File: config.mk
export PLATFORM = sky130hd
export DESIGN_NAME = wb_traffic_gen
export DESIGN_NICKNAME = d
export VERILOG_FILES = /design/src/rtl/wb_traffic_gen.sv
export SDC_FILE = /design/constraint.sdc
export NUM_CORES = 1
export LEC_CHECK = 0
export ABC_AREA = 1
export ABC_CLOCK_PERIOD_IN_PS = 12500
export BUFFER_PORTS_ARGS = -buffer_cell sky130_fd_sc_hd__buf_2
export CAP_MARGIN = 10
export CELL_PAD_IN_SITES_DETAIL_PLACEMENT = 1
export CELL_PAD_IN_SITES_GLOBAL_PLACEMENT = 1
export CORE_ASPECT_RATIO = 2
export CORE_UTILIZATION = 44
export CTS_BUF_LIST = sky130_fd_sc_hd__clkbuf_4 sky130_fd_sc_hd__clkbuf_8
export DETAILED_ROUTE_END_ITERATION = 12
export PLACE_DENSITY = 0.84
export SETUP_SLACK_MARGIN = 0.05
export SLEW_MARGIN = 20
export SYNTH_ARGS = -nofsm -noshare
export SYNTH_HDL_FRONTEND = slang
export SYNTH_SLANG_ARGS = --single-unit
File: constraint.sdc
create_clock -name wb_clk_i -period 12.5 [get_ports wb_clk_i]
set_clock_uncertainty 0.05 [all_clocks]
set_input_delay 2.5 -clock wb_clk_i [delete_from_list [all_inputs] [get_ports wb_clk_i]]
set_output_delay 2.5 -clock wb_clk_i [all_outputs]
set_load 0.01 [all_outputs]
File: src/rtl/wb_traffic_gen.sv
// ---------------------------------------------------------------------------
// wb_traffic_gen
//
// Wishbone master traffic generator. Writes num_bursts bursts of burst_len
// beats of LFSR data starting at base_addr, then reads the same region back
// and compares every beat against the regenerated LFSR sequence.
// Mismatches are counted, and the address of the first one is captured.
// A per-beat ack timeout aborts the run.
//
// Build option:
//   WB_TG_BURST_EN  defined   : registered-feedback bursts. stb is held for
//                               the whole burst. cti is 010 on every beat
//                               except the last, which uses 111.
//                   undefined : classic cycles. cti is always 000. stb drops
//                               for one cycle after each acked beat, while
//                               cyc stays high for the rest of the burst.
//
// Ports:
//   wb_clk_i, wb_rst_i     clock; asynchronous active-high reset
//   start                  one-cycle pulse that begins a run when idle
//   init_done              SDRAM init complete; the run waits for it
//   base_addr              first byte address; the low bits are forced to 0
//   burst_len, num_bursts  run shape, sampled at start
//   wb_cyc_o .. wb_cti_o   Wishbone master outputs
//   wb_ack_i, wb_dat_i     Wishbone slave responses
//   busy, done             run status (done is sticky until the next start)
//   err_cnt                saturating count of read mismatches
//   first_err_addr         address of the first mismatch
//   timeout                sticky ack-timeout flag
// ---------------------------------------------------------------------------
module wb_traffic_gen #(
    parameter int unsigned DW     = 32,
    parameter int unsigned AW     = 26,
    parameter int unsigned BLW    = 4,
    parameter int unsigned NBW    = 8,
    parameter logic [31:0] SEED   = 32'hACE1_2468,
    parameter int unsigned TO_CYC = 255
) (
    input  logic              wb_clk_i,
    input  logic              wb_rst_i,
    input  logic              start,
    input  logic              init_done,
    input  logic [AW-1:0]     base_addr,
    input  logic [BLW-1:0]    burst_len,
    input  logic [NBW-1:0]    num_bursts,
    output logic              wb_cyc_o,
    output logic              wb_stb_o,
    output logic              wb_we_o,
    output logic [AW-1:0]     wb_addr_o,
    output logic [DW-1:0]     wb_dat_o,
    output logic [DW/8-1:0]   wb_sel_o,
    output logic [2:0]        wb_cti_o,
    input  logic              wb_ack_i,
    input  logic [DW-1:0]     wb_dat_i,
    output logic              busy,
    output logic              done,
    output logic [15:0]       err_cnt,
    output logic [AW-1:0]     first_err_addr,
    output logic              timeout
);

    localparam int unsigned BPB = DW / 8;
    // The timeout counter only has to hold 0 .. TO_CYC-1.
    localparam int unsigned TOW = (TO_CYC > 2) ? $clog2(TO_CYC) : 1;

    localparam logic [AW-1:0]  ADDR_STEP  = AW'(BPB);
    localparam logic [AW-1:0]  ALIGN_MASK = ~AW'(BPB - 1);
    localparam logic [31:0]    LFSR_MASK  = 32'h8020_0003;
    localparam logic [TOW-1:0] TO_LAST    = TOW'(TO_CYC - 1);

    localparam logic [2:0] S_IDLE      = 3'd0;
    localparam logic [2:0] S_WAIT_INIT = 3'd1;
    localparam logic [2:0] S_WR        = 3'd2;
    localparam logic [2:0] S_WR_GAP    = 3'd3;
    localparam logic [2:0] S_RD_PREP   = 3'd4;
    localparam logic [2:0] S_RD        = 3'd5;
    localparam logic [2:0] S_RD_GAP    = 3'd6;
    localparam logic [2:0] S_DONE      = 3'd7;

    logic [2:0]     state_q,   state_d;
    logic [BLW-1:0] blen_q,    blen_d;
    logic [NBW-1:0] nb_q,      nb_d;
    logic [AW-1:0]  base_q,    base_d;
    logic [AW-1:0]  addr_q,    addr_d;
    logic [31:0]    lfsr_q,    lfsr_d;
    logic [BLW-1:0] beat_q,    beat_d;
    logic [NBW-1:0] burst_q,   burst_d;
    logic [TOW-1:0] to_q,      to_d;
    logic           busy_q,    busy_d;
    logic           done_q,    done_d;
    logic [15:0]    err_q,     err_d;
    logic [AW-1:0]  ferr_q,    ferr_d;
    logic           tmo_q,     tmo_d;
`ifndef WB_TG_BURST_EN
    logic           gap_q,     gap_d;
`endif

    logic        in_beat;
    logic        last_beat;
    logic        ack_ok;
    logic        rd_mismatch;
    logic [31:0] lfsr_step;

    // Bus outputs are decoded from registered state, so an asynchronous reset
    // removes cyc/stb in the same instant.
    assign in_beat  = (state_q == S_WR) || (state_q == S_RD);
    assign wb_cyc_o = in_beat;
`ifdef WB_TG_BURST_EN
    assign wb_stb_o = in_beat;
`else
    assign wb_stb_o = in_beat & ~gap_q;
`endif
    assign wb_we_o   = (state_q == S_WR) || (state_q == S_WR_GAP);
    assign wb_addr_o = addr_q;
    assign wb_dat_o  = wb_we_o ? lfsr_q[DW-1:0] : '0;
    assign wb_sel_o  = {(DW/8){in_beat}};

    assign last_beat = (beat_q == (blen_q - BLW'(1)));
    assign ack_ok    = wb_stb_o & wb_ack_i;

`ifdef WB_TG_BURST_EN
    assign wb_cti_o = wb_stb_o ? (last_beat ? 3'b111 : 3'b010) : 3'b000;
`else
    assign wb_cti_o = 3'b000;
`endif

    // Galois LFSR, shifted right; feedback taps come from the polynomial mask.
    assign lfsr_step   = {1'b0, lfsr_q[31:1]} ^ (lfsr_q[0] ? LFSR_MASK : 32'h0);
    assign rd_mismatch = (state_q == S_RD) && ack_ok && (wb_dat_i != lfsr_q[DW-1:0]);

    assign busy           = busy_q;
    assign done           = done_q;
    assign err_cnt        = err_q;
    assign first_err_addr = ferr_q;
    assign timeout        = tmo_q;

    always_comb begin
        state_d = state_q;
        blen_d  = blen_q;
        nb_d    = nb_q;
        base_d  = base_q;
        addr_d  = addr_q;
        lfsr_d  = lfsr_q;
        beat_d  = beat_q;
        burst_d = burst_q;
        to_d    = to_q;
        busy_d  = busy_q;
        done_d  = done_q;
        err_d   = err_q;
        ferr_d  = ferr_q;
        tmo_d   = tmo_q;
`ifndef WB_TG_BURST_EN
        gap_d   = 1'b0;
`endif

        case (state_q)
            S_IDLE: begin
                if (start) begin
                    blen_d  = burst_len;
                    nb_d    = num_bursts;
                    base_d  = base_addr & ALIGN_MASK;
                    addr_d  = base_addr & ALIGN_MASK;
                    lfsr_d  = SEED;
                    beat_d  = '0;
                    burst_d = '0;
                    to_d    = '0;
                    busy_d  = 1'b1;
                    done_d  = 1'b0;
                    err_d   = '0;
                    ferr_d  = '0;
                    tmo_d   = 1'b0;
                    state_d = S_WAIT_INIT;
                end
            end

            S_WAIT_INIT: begin
                if ((blen_q == '0) || (nb_q == '0)) begin
                    state_d = S_DONE;
                    done_d  = 1'b1;
                    busy_d  = 1'b0;
                end else if (init_done) begin
                    state_d = S_WR;
                end
            end

            S_WR, S_RD: begin
                if (ack_ok) begin
                    addr_d = addr_q + ADDR_STEP;
                    lfsr_d = lfsr_step;
                    to_d   = '0;
                    if (rd_mismatch) begin
                        if (err_q == '0) begin
                            ferr_d = addr_q;
                        end
                        if (err_q != 16'hFFFF) begin
                            err_d = err_q + 16'd1;
                        end
                    end
                    if (last_beat) begin
                        beat_d  = '0;
                        burst_d = burst_q + NBW'(1);
                        state_d = (state_q == S_WR) ? S_WR_GAP : S_RD_GAP;
                    end else begin
                        beat_d = beat_q + BLW'(1);
`ifndef WB_TG_BURST_EN
                        gap_d  = 1'b1;
`endif
                    end
                end else if (wb_stb_o) begin
                    // Only cycles with stb high count towards the timeout, so
                    // the classic inter-beat gap never eats into the budget.
                    if (to_q == TO_LAST) begin
                        tmo_d   = 1'b1;
                        done_d  = 1'b1;
                        busy_d  = 1'b0;
                        state_d = S_DONE;
                    end else begin
                        to_d = to_q + TOW'(1);
                    end
                end
            end

            S_WR_GAP: begin
                state_d = (burst_q == nb_q) ? S_RD_PREP : S_WR;
            end

            S_RD_PREP: begin
                lfsr_d  = SEED;
                addr_d  = base_q;
                beat_d  = '0;
                burst_d = '0;
                to_d    = '0;
                state_d = S_RD;
            end

            S_RD_GAP: begin
                if (burst_q == nb_q) begin
                    state_d = S_DONE;
                    done_d  = 1'b1;
                    busy_d  = 1'b0;
                end else begin
                    state_d = S_RD;
                end
            end

            S_DONE: begin
                state_d = S_IDLE;
            end

            default: begin
                state_d = S_IDLE;
            end
        endcase
    end

    always_ff @(posedge wb_clk_i or posedge wb_rst_i) begin
        if (wb_rst_i) begin
            state_q <= S_IDLE;
            blen_q  <= '0;
            nb_q    <= '0;
            base_q  <= '0;
            addr_q  <= '0;
            lfsr_q  <= SEED;
            beat_q  <= '0;
            burst_q <= '0;
            to_q    <= '0;
            busy_q  <= 1'b0;
            done_q  <= 1'b0;
            err_q   <= '0;
            ferr_q  <= '0;
            tmo_q   <= 1'b0;
`ifndef WB_TG_BURST_EN
            gap_q   <= 1'b0;
`endif
        end else begin
            state_q <= state_d;
            blen_q  <= blen_d;
            nb_q    <= nb_d;
            base_q  <= base_d;
            addr_q  <= addr_d;
            lfsr_q  <= lfsr_d;
            beat_q  <= beat_d;
            burst_q <= burst_d;
            to_q    <= to_d;
            busy_q  <= busy_d;
            done_q  <= done_d;
            err_q   <= err_d;
            ferr_q  <= ferr_d;
            tmo_q   <= tmo_d;
`ifndef WB_TG_BURST_EN
            gap_q   <= gap_d;
`endif
        end
    end

endmodule
==> flow_summary.ini, run 1 <==
[run_status]
run_status = finished, final reports clean

[critical_path]
r2r_setup_slack_ps = 8890
startpoint_type = flip-flop
timing.critical_path.fanout_max = 46
timing.critical_path.cells = inv_1, nand3_1, o21ai_4, buf_4, buf_2
cpPeakStageDelay_ps = 510
startpoint = state_q[1]$_DFFE_PP0P_
worst-setup-path-type = reg -> out
cpLargestDelayFamily = buffers and inverters
rr_startpoint = state_q[1]$_DFFE_PP0P_
cpMaxStageDelayCell = sky130_fd_sc_hd__buf_4
end_kind = output port
required_ps = 9950
cp.arrival_ps = 2260
number_of_buffer_and_inverter_stages_on_the_critical_path = 3

[clock_network]
tritoncts = done
clkSlewWorstSetupHoldPaths_ps = 80
cts_setup_buffers = 0
holdBufCountCts = 0
htreeDepth = 4
clk_root_buffer_cell = sky130_fd_sc_hd__clkbuf_8
number_of_buffers_created_by_cts = 17
clk_latency_ps = 490
cts.path.max_buffers = 2
post_cts_resized = 0
clkSinkCount = 159

[global_routing]
largest_net_degree_at_the_start_of_global_routing = 110
first_pass_grt_wire_length_mm = 46.5
total_routing_resource_utilization_after_global_routing = 0.280
antenna_found_initial = 4
first_global_vias = 9388
grt.overflow.total = 0

[floorplan]
ioPinCount = 188
initial_core_util = 0.447
placementRows = 74
chipWidth_um = 104
floorplan.core_area_um2 = 20400
floorplan.die_area_um2 = 21300
die_h_um = 205

[yosys]
post_synthesis_register_bit_count = 159
syn-mean-instance-area_um2 = 7.24
seq_area_frac_synth = 0.439
post_synth_instance_area_um2 = 9100
synthesis.instances = 1257
number_of_synthesis_warnings = 0
netlist-cell-type-count = 37

[finish]
fraction_of_final_layout_cells_sized_beyond_drive_strength_1 = 0.172
final_common_cell = sky130_fd_sc_hd__nand2_1
area_growth_pct = 15.6
final_cell_mix = sky130_fd_sc_hd__nand2_1 (381), sky130_fd_sc_hd__buf_2 (178), sky130_fd_sc_hd__dfrtp_1 (146)
layout.nets = 1492

[pwr]
max-vdd-ir-drop_mv = 0.188
p_per_area_nw_per_um2 = 249
power.static_leakage_uw = 0.00558
p_total_uw = 2620

[drt]
antenna_violating_nets_post_route = 0
drt_drc_violations_left = 0
firstDrtPassIters = 5
dr.first_iter.drc_count = 415
routed_via_density = 5.23
postRouteWirelength_mm = 28.3
wl_per_cell_um = 16.7
num_vias = 8833

[placed_design]
finalWeightedCongestion = 0.927
io_buffer_count = 178
final_hpwl_dp_mm = 20.9

[worst_hold_path]
hold_class = reg -> reg
worstHoldStart = first_err_addr[21]$_DFFE_PP0P_

[timing]
post-route-min-period_ps = 4810
finish_stage_setup_viols = 0
worst_slew_pin_slew_ps = 979
achievable-frequency_mhz = 208
final_clock_period_utilization_by_the_worst_path = 0.385
slew_viols_final = 0
timing.max_slew.rel_slack = 0.347
final.setup.tns_ps = 0
grt_setup_unrepaired = false
hold_viol_final = 0

[run]
timing.max_cap.violations = 0
[cell families (layout without fill, tap and decap cells)]
kind of cell	after synthesis	in the layout	synth area share
fa+ha+maj	9	9	0.0124
buf+inv	200	358	0.0917
xor+xnor	58	58	0.0558
simple gates	677	677	0.306
flops	159	159	0.439
compound gates	153	153	0.0946
other cells	1	10	0.000412
[routing by layer]
| metal | track usage | share of wire | vias to the layer above |
|---|---|---|---|
| met4 | 0.152 | 0.035 | 2 |
| met5 | 0 | 0.00042 | - |
| li1 | - | - | 4266 |
| met1 | 0.290 | 0.37 | 4293 |
| met3 | 0.0405 | 0.037 | 61 |
| met2 | 0.537 | 0.56 | 211 |
[Yosys cell counts (all sizes together)]
master / n / area (µm²)
xor2: 22 / 193
nand2: 384 / 1450
clkbuf: 22 / 82.6
clkinv: 1 / 3.75
nand4: 17 / 106
o22ai: 2 / 12.5
a21oi: 21 / 113
o31ai: 1 / 7.51
nor3: 29 / 145
ha: 9 / 113
dfstp: 13 / 342
o21a: 2 / 15.0
a22oi: 20 / 150
a31oi: 5 / 31.3
conb: 1 / 3.75
nand3b: 2 / 15.0
o21ai: 100 / 516
inv: 137 / 514
o22a: 1 / 8.76
xnor2: 36 / 315
nor2: 145 / 544
nand3: 94 / 483
nor4: 5 / 31.3
buf: 40 / 234
dfrtp: 146 / 3650
o211ai: 1 / 7.51
nor3b: 1 / 7.51
[final timing paths]
path | cells after the start | endpoint
max | 5 | wb_sel_o[1]
min | 2 | first_err_addr[21]$_DFFE_PP0P_
max reg2reg | 12 | wb_addr_o[20]$_DFFE_PP0P_
min reg2reg | 2 | first_err_addr[21]$_DFFE_PP0P_
max in group asynchronous | 3 | nb_q[6]$_DFFE_PP0P_
min in group asynchronous | 2 | err_cnt[1]$_DFFE_PP0P_
[sequential cells by signal (all words and copies together), names as in the netlist]
register        cells
burst_q             8
state_q             3
beat_q              4
to_q                8
wb_addr_o          24
blen_q              4
done                1
gap_q               1
busy                1
timeout             1
err_cnt            16
lfsr_q             32
first_err_addr     24
nb_q                8
base_q             24
[area by class of cell]
type                            instances  area, µm²
Antenna cell                            3       7.51
Clock buffer                           22        290
Clock inverter                         10        111
Fill cell                            2763       9850
Inverter                              138        523
Multi-Input combinational cell        904       4300
Sequential cell                       159       4000
Tap cell                              266        333
Timing Repair Buffer                  188        966
[stage by stage]
stage | utilization | instance area [µm²] | hold WS (ps) | worst slack (ps) | std cells
6_report | 0.517 | 10500 | 418 | 7690 | 1690
5_1_grt | 0.517 | 10500 | 447 | 7530 | 1690
4_1_cts | 0.516 | 10500 | 424 | 7650 | 1687
3_5_place_dp | 0.496 | 10100 | 403 | 7790 | 1655
3_3_place_gp | 0.496 | 10100 | 401 | 7900 | 1655
2_1_floorplan | - | 9120 | 392 | 5680 | 1263
[worst register-to-register path: stages, from the launching register on]
cell and delay [ps]:
sky130_fd_sc_hd__dfrtp_1 460, sky130_fd_sc_hd__inv_1 200, sky130_fd_sc_hd__nand3_1 210, sky130_fd_sc_hd__o21ai_4 120
sky130_fd_sc_hd__buf_4 510, sky130_fd_sc_hd__nand3_4 220, sky130_fd_sc_hd__nand2_2 250, sky130_fd_sc_hd__nand2_4 180
sky130_fd_sc_hd__inv_2 90, sky130_fd_sc_hd__buf_4 740, sky130_fd_sc_hd__o21ai_0 250, sky130_fd_sc_hd__nor2_1 170
sky130_fd_sc_hd__a21oi_1 50
[where the power goes]
group,internal (µW),total [µW],switching (µW)
Sequential,711,884,173
Clock,196,395,199
Combinational,403,1340,937
Total,1310,2620,1310
Power figures use the tool's default switching activity.
==> inputs of run 2 (changes only) <==
- ABC_AREA: 1 -> 0
- ABC_CLOCK_PERIOD_IN_PS: 12500 -> 4000
- CORE_UTILIZATION: 44 -> 38
- PLACE_DENSITY: 0.84 -> 0.74
- clock period: 12.5 -> 4 ns (I/O delays scaled with it)
==> run 2 against run 1 <==
  * Sequential share of layout area grew 0.60 points
  * Die area grew 11%
  * First-iteration DRC count shrank 0.24%
  * Largest cell class unchanged
  * Highest routed layer unchanged
  * Global-route usage shrank 3.0 points
  * Routed wire length is essentially flat
  * Largest power group unchanged
==> flow_summary.ini, run 2 <==
[yosys]
synth_top_cells_by_area = sky130_fd_sc_hd__dfrtp_1 (42%), sky130_fd_sc_hd__nand2_1 (9.2%), sky130_fd_sc_hd__xnor2_1 (4.7%), sky130_fd_sc_hd__o21ai_0 (4.0%), sky130_fd_sc_hd__dfstp_2 (3.9%)
post_synthesis_register_bit_count = 159
syn-mean-instance-area_um2 = 8.67
async_reset_ff_frac = 1.00
post_synth_instance_area_um2 = 8770
synth_common_cells = sky130_fd_sc_hd__nand2_1 (215), sky130_fd_sc_hd__dfrtp_1 (146), sky130_fd_sc_hd__o21ai_0 (71)
synthesis.instances = 1012
post-synth-top-area-fraction = 0.416
main_flop_type_after_synthesis = sky130_fd_sc_hd__dfrtp_1
most_instantiated_library_cell_after_synthesis = sky130_fd_sc_hd__nand2_1
seq_area_frac_synth = 0.455
synth_area_leader_cell = sky130_fd_sc_hd__dfrtp_1
netlist-cell-type-count = 73
edff_count_synth = 0
number_of_synthesis_warnings = 0

[floorplan]
floorplan.die_area_um2 = 23700
initial_core_util = 0.388
ioPinCount = 188
chipWidth_um = 109
floorplan.core_area_um2 = 22600
placementRows = 78
die_h_um = 217

[clock_network]
holdBufCountCts = 0
clk_latency_ps = 490
clkSlewWorstSetupHoldPaths_ps = 80
post_cts_resized = 0
cts_setup_buffers = 0
htreeDepth = 4
tritoncts = done
cts.path.max_buffers = 2
clkSinkCount = 159
number_of_buffers_created_by_cts = 17
clk_root_buffer_cell = sky130_fd_sc_hd__clkbuf_8

[drt]
postRouteWirelength_mm = 28.3
wl_per_cell_um = 19.4
antenna_violating_nets_post_route = 0
dr.first_iter.drc_count = 414
num_vias = 8195
firstDrtPassIters = 5
routed_via_density = 5.62
drt_drc_violations_left = 0

[placed_design]
final_hpwl_dp_mm = 20.0
finalWeightedCongestion = 0.829
io_buffer_count = 178

[global_routing]
groute.layer.met3.usage = 0.0533
grt.overflow.total = 0
total_routing_resource_utilization_after_global_routing = 0.250
grt_use_met1 = 0.266
largest_net_degree_at_the_start_of_global_routing = 160
busiest_layer = met2
global_routing_usage_on_met2 = 0.465
first_pass_grt_wire_length_mm = 45.2
antenna_found_initial = 2
first_global_vias = 8534

[critical_path]
cpMaxStageDelayCell = sky130_fd_sc_hd__dfrtp_1
setup.worst_path.end = wb_stb_o
timing.critical_path.depth = 6
cpLargestDelayFamily = simple AND/OR/NAND/NOR gates
end_kind = output port
startpoint_type = flip-flop
number_of_buffer_and_inverter_stages_on_the_critical_path = 2
timing.critical_path.fanout_max = 35
required_ps = 3150
r2r_setup_slack_ps = 900
timing.critical_path.cells = or2_1, nor2_1, nor2_4, buf_4, nor2_1, buf_2
cp.arrival_ps = 2640
rr_startpoint = state_q[2]$_DFFE_PP0P_
regToRegEndpoint = first_err_addr[18]$_DFFE_PP0P_
crit_path_frequent_cell = sky130_fd_sc_hd__nor2_1
startpoint = state_q[2]$_DFFE_PP0P_
worst-setup-path-type = reg -> out
cpPeakStageDelay_ps = 670
rr_worst_depth = 8

[run]
timing.max_cap.violations = 0

[pwr]
max-vdd-ir-drop_mv = 0.395
power.static_leakage_uw = 0.00505
p_per_area_nw_per_um2 = 772
p_total_uw = 8000

[timing]
hold_slack_ps = 435
timing.max_slew.rel_slack = 0.354
final_clock_period_utilization_by_the_worst_path = 0.872
worst_slew_pin_slew_ps = 969
slew_viols_final = 0
finish_stage_setup_viols = 0
final.setup.tns_ps = 0
post-route-min-period_ps = 3490
achievable-frequency_mhz = 287
hold_viol_final = 0
grt_setup_unrepaired = false

[worst_hold_path]
worstHoldStart = to_q[6]$_DFFE_PP0P_
hold_class = reg -> reg

[finish]
largest_register = lfsr_q
final_common_cell = sky130_fd_sc_hd__nand2_1
final_cell_mix = sky130_fd_sc_hd__nand2_1 (214), sky130_fd_sc_hd__buf_2 (178), sky130_fd_sc_hd__dfrtp_1 (146)
area_growth_pct = 18.1
fraction_of_final_layout_cells_sized_beyond_drive_strength_1 = 0.224
largest_register_ffs = 32
layout.nets = 1249

[run_status]
run_status = finished, final reports clean
[run 2: cell count changes in the layout (fill, tap and decap cells not counted), moves of 12 or more]
cell,change
sky130_fd_sc_hd__and3_1,+44
sky130_fd_sc_hd__nand2_1,-167
sky130_fd_sc_hd__a22oi_1,-17
sky130_fd_sc_hd__mux2i_1,+27
sky130_fd_sc_hd__o21ai_0,-25
sky130_fd_sc_hd__nor2_1,-84
sky130_fd_sc_hd__xor2_1,-19
sky130_fd_sc_hd__inv_1,-98
sky130_fd_sc_hd__nor4_1,+12
sky130_fd_sc_hd__nand3_1,-73
[run 2: report_power, final]
part	internal [µW]	total [µW]	leakage, µW	switching, µW
logic	1400	3830	0.00279	2430
clock network	641	1290	0.000200	652
registers	2200	2880	0.00206	682
total	4240	8000	0.00505	3760
[run 2: cell families after synthesis]
| kind of cell | synth area share |
|---|---|
| DFF | 0.455 |
| muxes | 0.0351 |
| buffers and inverters | 0.0525 |
| AOI/OAI and AO/OA | 0.153 |
| and+or+nand+nor | 0.240 |
| other | 0.000427 |
| xor gates and xnor gates | 0.0518 |
| adders and majority gates | 0.0128 |
[run 2: area by class of cell]
cell class / count / area (µm²)
Antenna cell: 1 / 2.50
Clock buffer: 20 / 256
Clock inverter: 12 / 160
Fill cell: 2769 / 12300
Inverter: 38 / 146
Multi-Input combinational cell: 751 / 4370
Sequential cell: 159 / 4000
Tap cell: 280 / 350
Timing Repair Buffer: 198 / 1080
[run 2: worst min path at each step]
stage	end	cells past startpoint	slack, ps
5_1_grt	base_q[21]$_DFFE_PP0P_	3	440
3_5_place_dp	base_q[14]$_DFFE_PP0P_	2	420
6_report	to_q[6]$_DFFE_PP0P_	1	440
2_1_floorplan	base_q[2]$_DFFE_PP0P_	2	390
4_1_cts	blen_q[2]$_DFFE_PP0P_	3	430
3_3_place_gp	base_q[2]$_DFFE_PP0P_	2	400
[run 2: metal layers]
layer	up-vias	wire length [µm]
met3	51	1240
met5	-	8
li1	3835	-
met2	198	15500
met1	4109	10700
met4	2	829
[run 2: worst register-to-register path: cells and delay by family (launching register included)]
kind	cells	cell delay, ps
AND/OR/NAND/NOR	5	1260
buffers and inverters	2	910
multiplexers	1	100
flip-flops	1	670
[run 2: metrics by stage]
stage / setup slack (ps) / instance area, µm² / utilization / instances
after floorplan: 1150 / 8800 / - / 1018
final: 512 / 10400 / 0.458 / 1459
after CTS: 461 / 10300 / 0.457 / 1457
after detailed placement: 820 / 9920 / 0.438 / 1425
after global placement: 866 / 9920 / 0.438 / 1425
after global routing: 283 / 10400 / 0.458 / 1459
==> inputs of run 3 (changes only) <==
--- a/config.mk
+++ b/config.mk
@@ -17,2 +17,3 @@
 export DETAILED_ROUTE_END_ITERATION = 12
+export GPL_TIMING_DRIVEN = 0
 export PLACE_DENSITY = 0.74
--- a/constraint.sdc
+++ b/constraint.sdc
@@ -4,2 +4,2 @@
 set_output_delay 0.8 -clock wb_clk_i [all_outputs]
-set_load 0.01 [all_outputs]
+set_load 0.05 [all_outputs]
==> run 3 against run 2 <==
  * Sequential power fell by 2%
  * Global-route usage rose by 3.2 points
  * First-iteration DRC count fell by 12%
  * Utilization rose by 0.69 points
  * Worst hold slack got worse by 200 ps
  * Critical path depth rose by 2
  * Largest cell class unchanged
  * Via count rose by 4.3%
  * Setup slack got worse by 97 ps
  * Sequential share of layout area fell by 0.57 points
  * Non-clock buffer count rose by 53
  * Final area rose by 1.5%
  * Routed wire length rose by 13%
==> flow_summary.ini, run 3 (same netlist as run 2, synthesis figures left out) <==
[run_status]
run_status = finished, final reports clean

[placed_design]
io_buffer_count = 178
detailedPlace.worstSlack_ps = 178
final_hpwl_dp_mm = 24.6
finalWeightedCongestion = 0.841
place_inst = 1481

[finish]
layout.nets = 1302
largest_register_ffs = 32
antennaDiodeCount = 0
multi_input_comb_area_um2 = 4350
utilization = 0.464
largest_register = lfsr_q
n_fill_cell = 2856
finish.cell_count_without_fillers = 1511
area_growth_pct = 19.8
final_cell_mix = sky130_fd_sc_hd__nand2_1 (215), sky130_fd_sc_hd__buf_2 (184), sky130_fd_sc_hd__dfrtp_1 (146)
fraction_of_final_layout_cells_sized_beyond_drive_strength_1 = 0.215
sequential_standard_cell_area_um2 = 4000
final_common_cell = sky130_fd_sc_hd__nand2_1

[timing]
post-route-min-period_ps = 3590
hold_viol_final = 0
slew_viols_final = 0
finish_stage_setup_viols = 0
final_clock_period_utilization_by_the_worst_path = 0.896
grt_setup_unrepaired = false
hold_slack_ps = 239
achievable-frequency_mhz = 279
timing.max_slew.rel_slack = 0.399
setup_slack_ps = 415
worst_slew_pin_slew_ps = 894

[floorplan]
floorplan.die_area_um2 = 23700
initial_core_util = 0.388
floorplan.core_area_um2 = 22600
chipWidth_um = 109
placementRows = 78
ioPinCount = 188
die_h_um = 217

[critical_path]
cpPeakStageDelay_ps = 380
timing.critical_path.fanout_max = 10
end_kind = output port
worst-setup-path-type = reg -> out
cp.arrival_ps = 2740
number_of_buffer_and_inverter_stages_on_the_critical_path = 4
required_ps = 3150
crit_path_frequent_cell = sky130_fd_sc_hd__nor2_1
cpLargestDelayFamily = buffers and inverters
startpoint_type = flip-flop
timing.critical_path.cells = clkbuf_1, or2_1, nor2_1, nor2_1, clkbuf_2, buf_2, nor2_1, buf_2
r2r_setup_slack_ps = 780
cpMaxStageDelayCell = sky130_fd_sc_hd__buf_2

[drt]
dr.first_iter.drc_count = 366
routed_via_density = 5.66
dr_wl_met3_mm = 1.45
antenna_violating_nets_post_route = 0
met2RoutedLength_mm = 17.3
postRouteWirelength_mm = 32.1
num_vias = 8550
highest_layer = met5
wl_per_cell_um = 21.2
routedLengthMet1_mm = 11.7
firstDrtPassIters = 5
drt_drc_violations_left = 0

[global_routing]
first_global_vias = 8967
first_pass_grt_wire_length_mm = 49.5
grt.overflow.total = 0
largest_net_degree_at_the_start_of_global_routing = 33
total_routing_resource_utilization_after_global_routing = 0.282
antenna_found_initial = 2

[pwr]
netSwitchingPower_uw = 5230
power.internal_uw = 4180
p_per_area_nw_per_um2 = 894
power_switching_share = 0.556
power_frac_seq = 0.299
power_share_of_the_clock_group = 0.127
p_comb_frac = 0.574
power.static_leakage_uw = 0.00511
max-vdd-ir-drop_mv = 0.470

[clock_network]
number_of_buffers_created_by_cts = 17
tritoncts = done
clk_latency_ps = 490
clkSlewWorstSetupHoldPaths_ps = 90
cts.path.max_buffers = 2
cts_setup_buffers = 0
holdBufCountCts = 0
clkSinkCount = 159
clk_root_buffer_cell = sky130_fd_sc_hd__clkbuf_8
htreeDepth = 4
post_cts_resized = 1

[worst_hold_path]
hold_class = in -> async

[run]
timing.max_cap.violations = 0
-- run 3: worst paths after layout --
check                                             from                              to  cells past startpoint
min in group wb_clk_i           base_q[15]$_DFFE_PP0P_          base_q[15]$_DFFE_PP0P_                      2
max in group asynchronous                     wb_rst_i          lfsr_q[13]$_DFFE_PP1P_                      4
worst max-delay path            state_q[0]$_DFFE_PP0P_                        wb_stb_o                      8
worst max register to register  lfsr_q[27]$_DFFE_PP1P_   first_err_addr[8]$_DFFE_PP0P_                      7
worst min-delay path                          wb_rst_i  first_err_addr[24]$_DFFE_PP0P_                      2
worst min register to register  base_q[15]$_DFFE_PP0P_          base_q[15]$_DFFE_PP0P_                      2
-- run 3: metal layers --
metal | GRT usage | vias to the layer above
met5 | 0 | -
met4 | 0.160 | 2
met3 | 0.0584 | 86
met2 | 0.510 | 259
met1 | 0.293 | 4263
li1 | - | 3940
-- run 3: layout make-up --
| class | instances | area share |
|---|---|---|
| Multi-Input combinational cell | 751 | 0.413 |
| Clock buffer | 23 | 0.0271 |
| Tap cell | 280 | 0.0333 |
| Inverter | 38 | 0.0139 |
| Timing Repair Buffer | 183 | 0.0942 |
| Sequential cell | 159 | 0.380 |
| Buffer | 68 | 0.0297 |
| Clock inverter | 9 | 0.00833 |
-- run 3: stage by stage --
step | power [µW] | TNS, ps | area (µm²)
3_5_place_dp | 8270 | 0 | 10100
5_1_grt | 9950 | 0 | 10500
3_3_place_gp | 8130 | -8460 | 10000
4_1_cts | 9470 | 0 | 10500
2_1_floorplan | 6460 | 0 | 8800
6_report | 9400 | 0 | 10500
-- run 3: power by group through the flow --
stage	clock, µW	combinational (µW)	sequential, µW
floorplan	0	3090	3370
global placement	0	5310	2820
detailed placement	0	5420	2840
CTS	1220	5440	2810
global route	1270	5780	2890
finish	1190	5400	2810
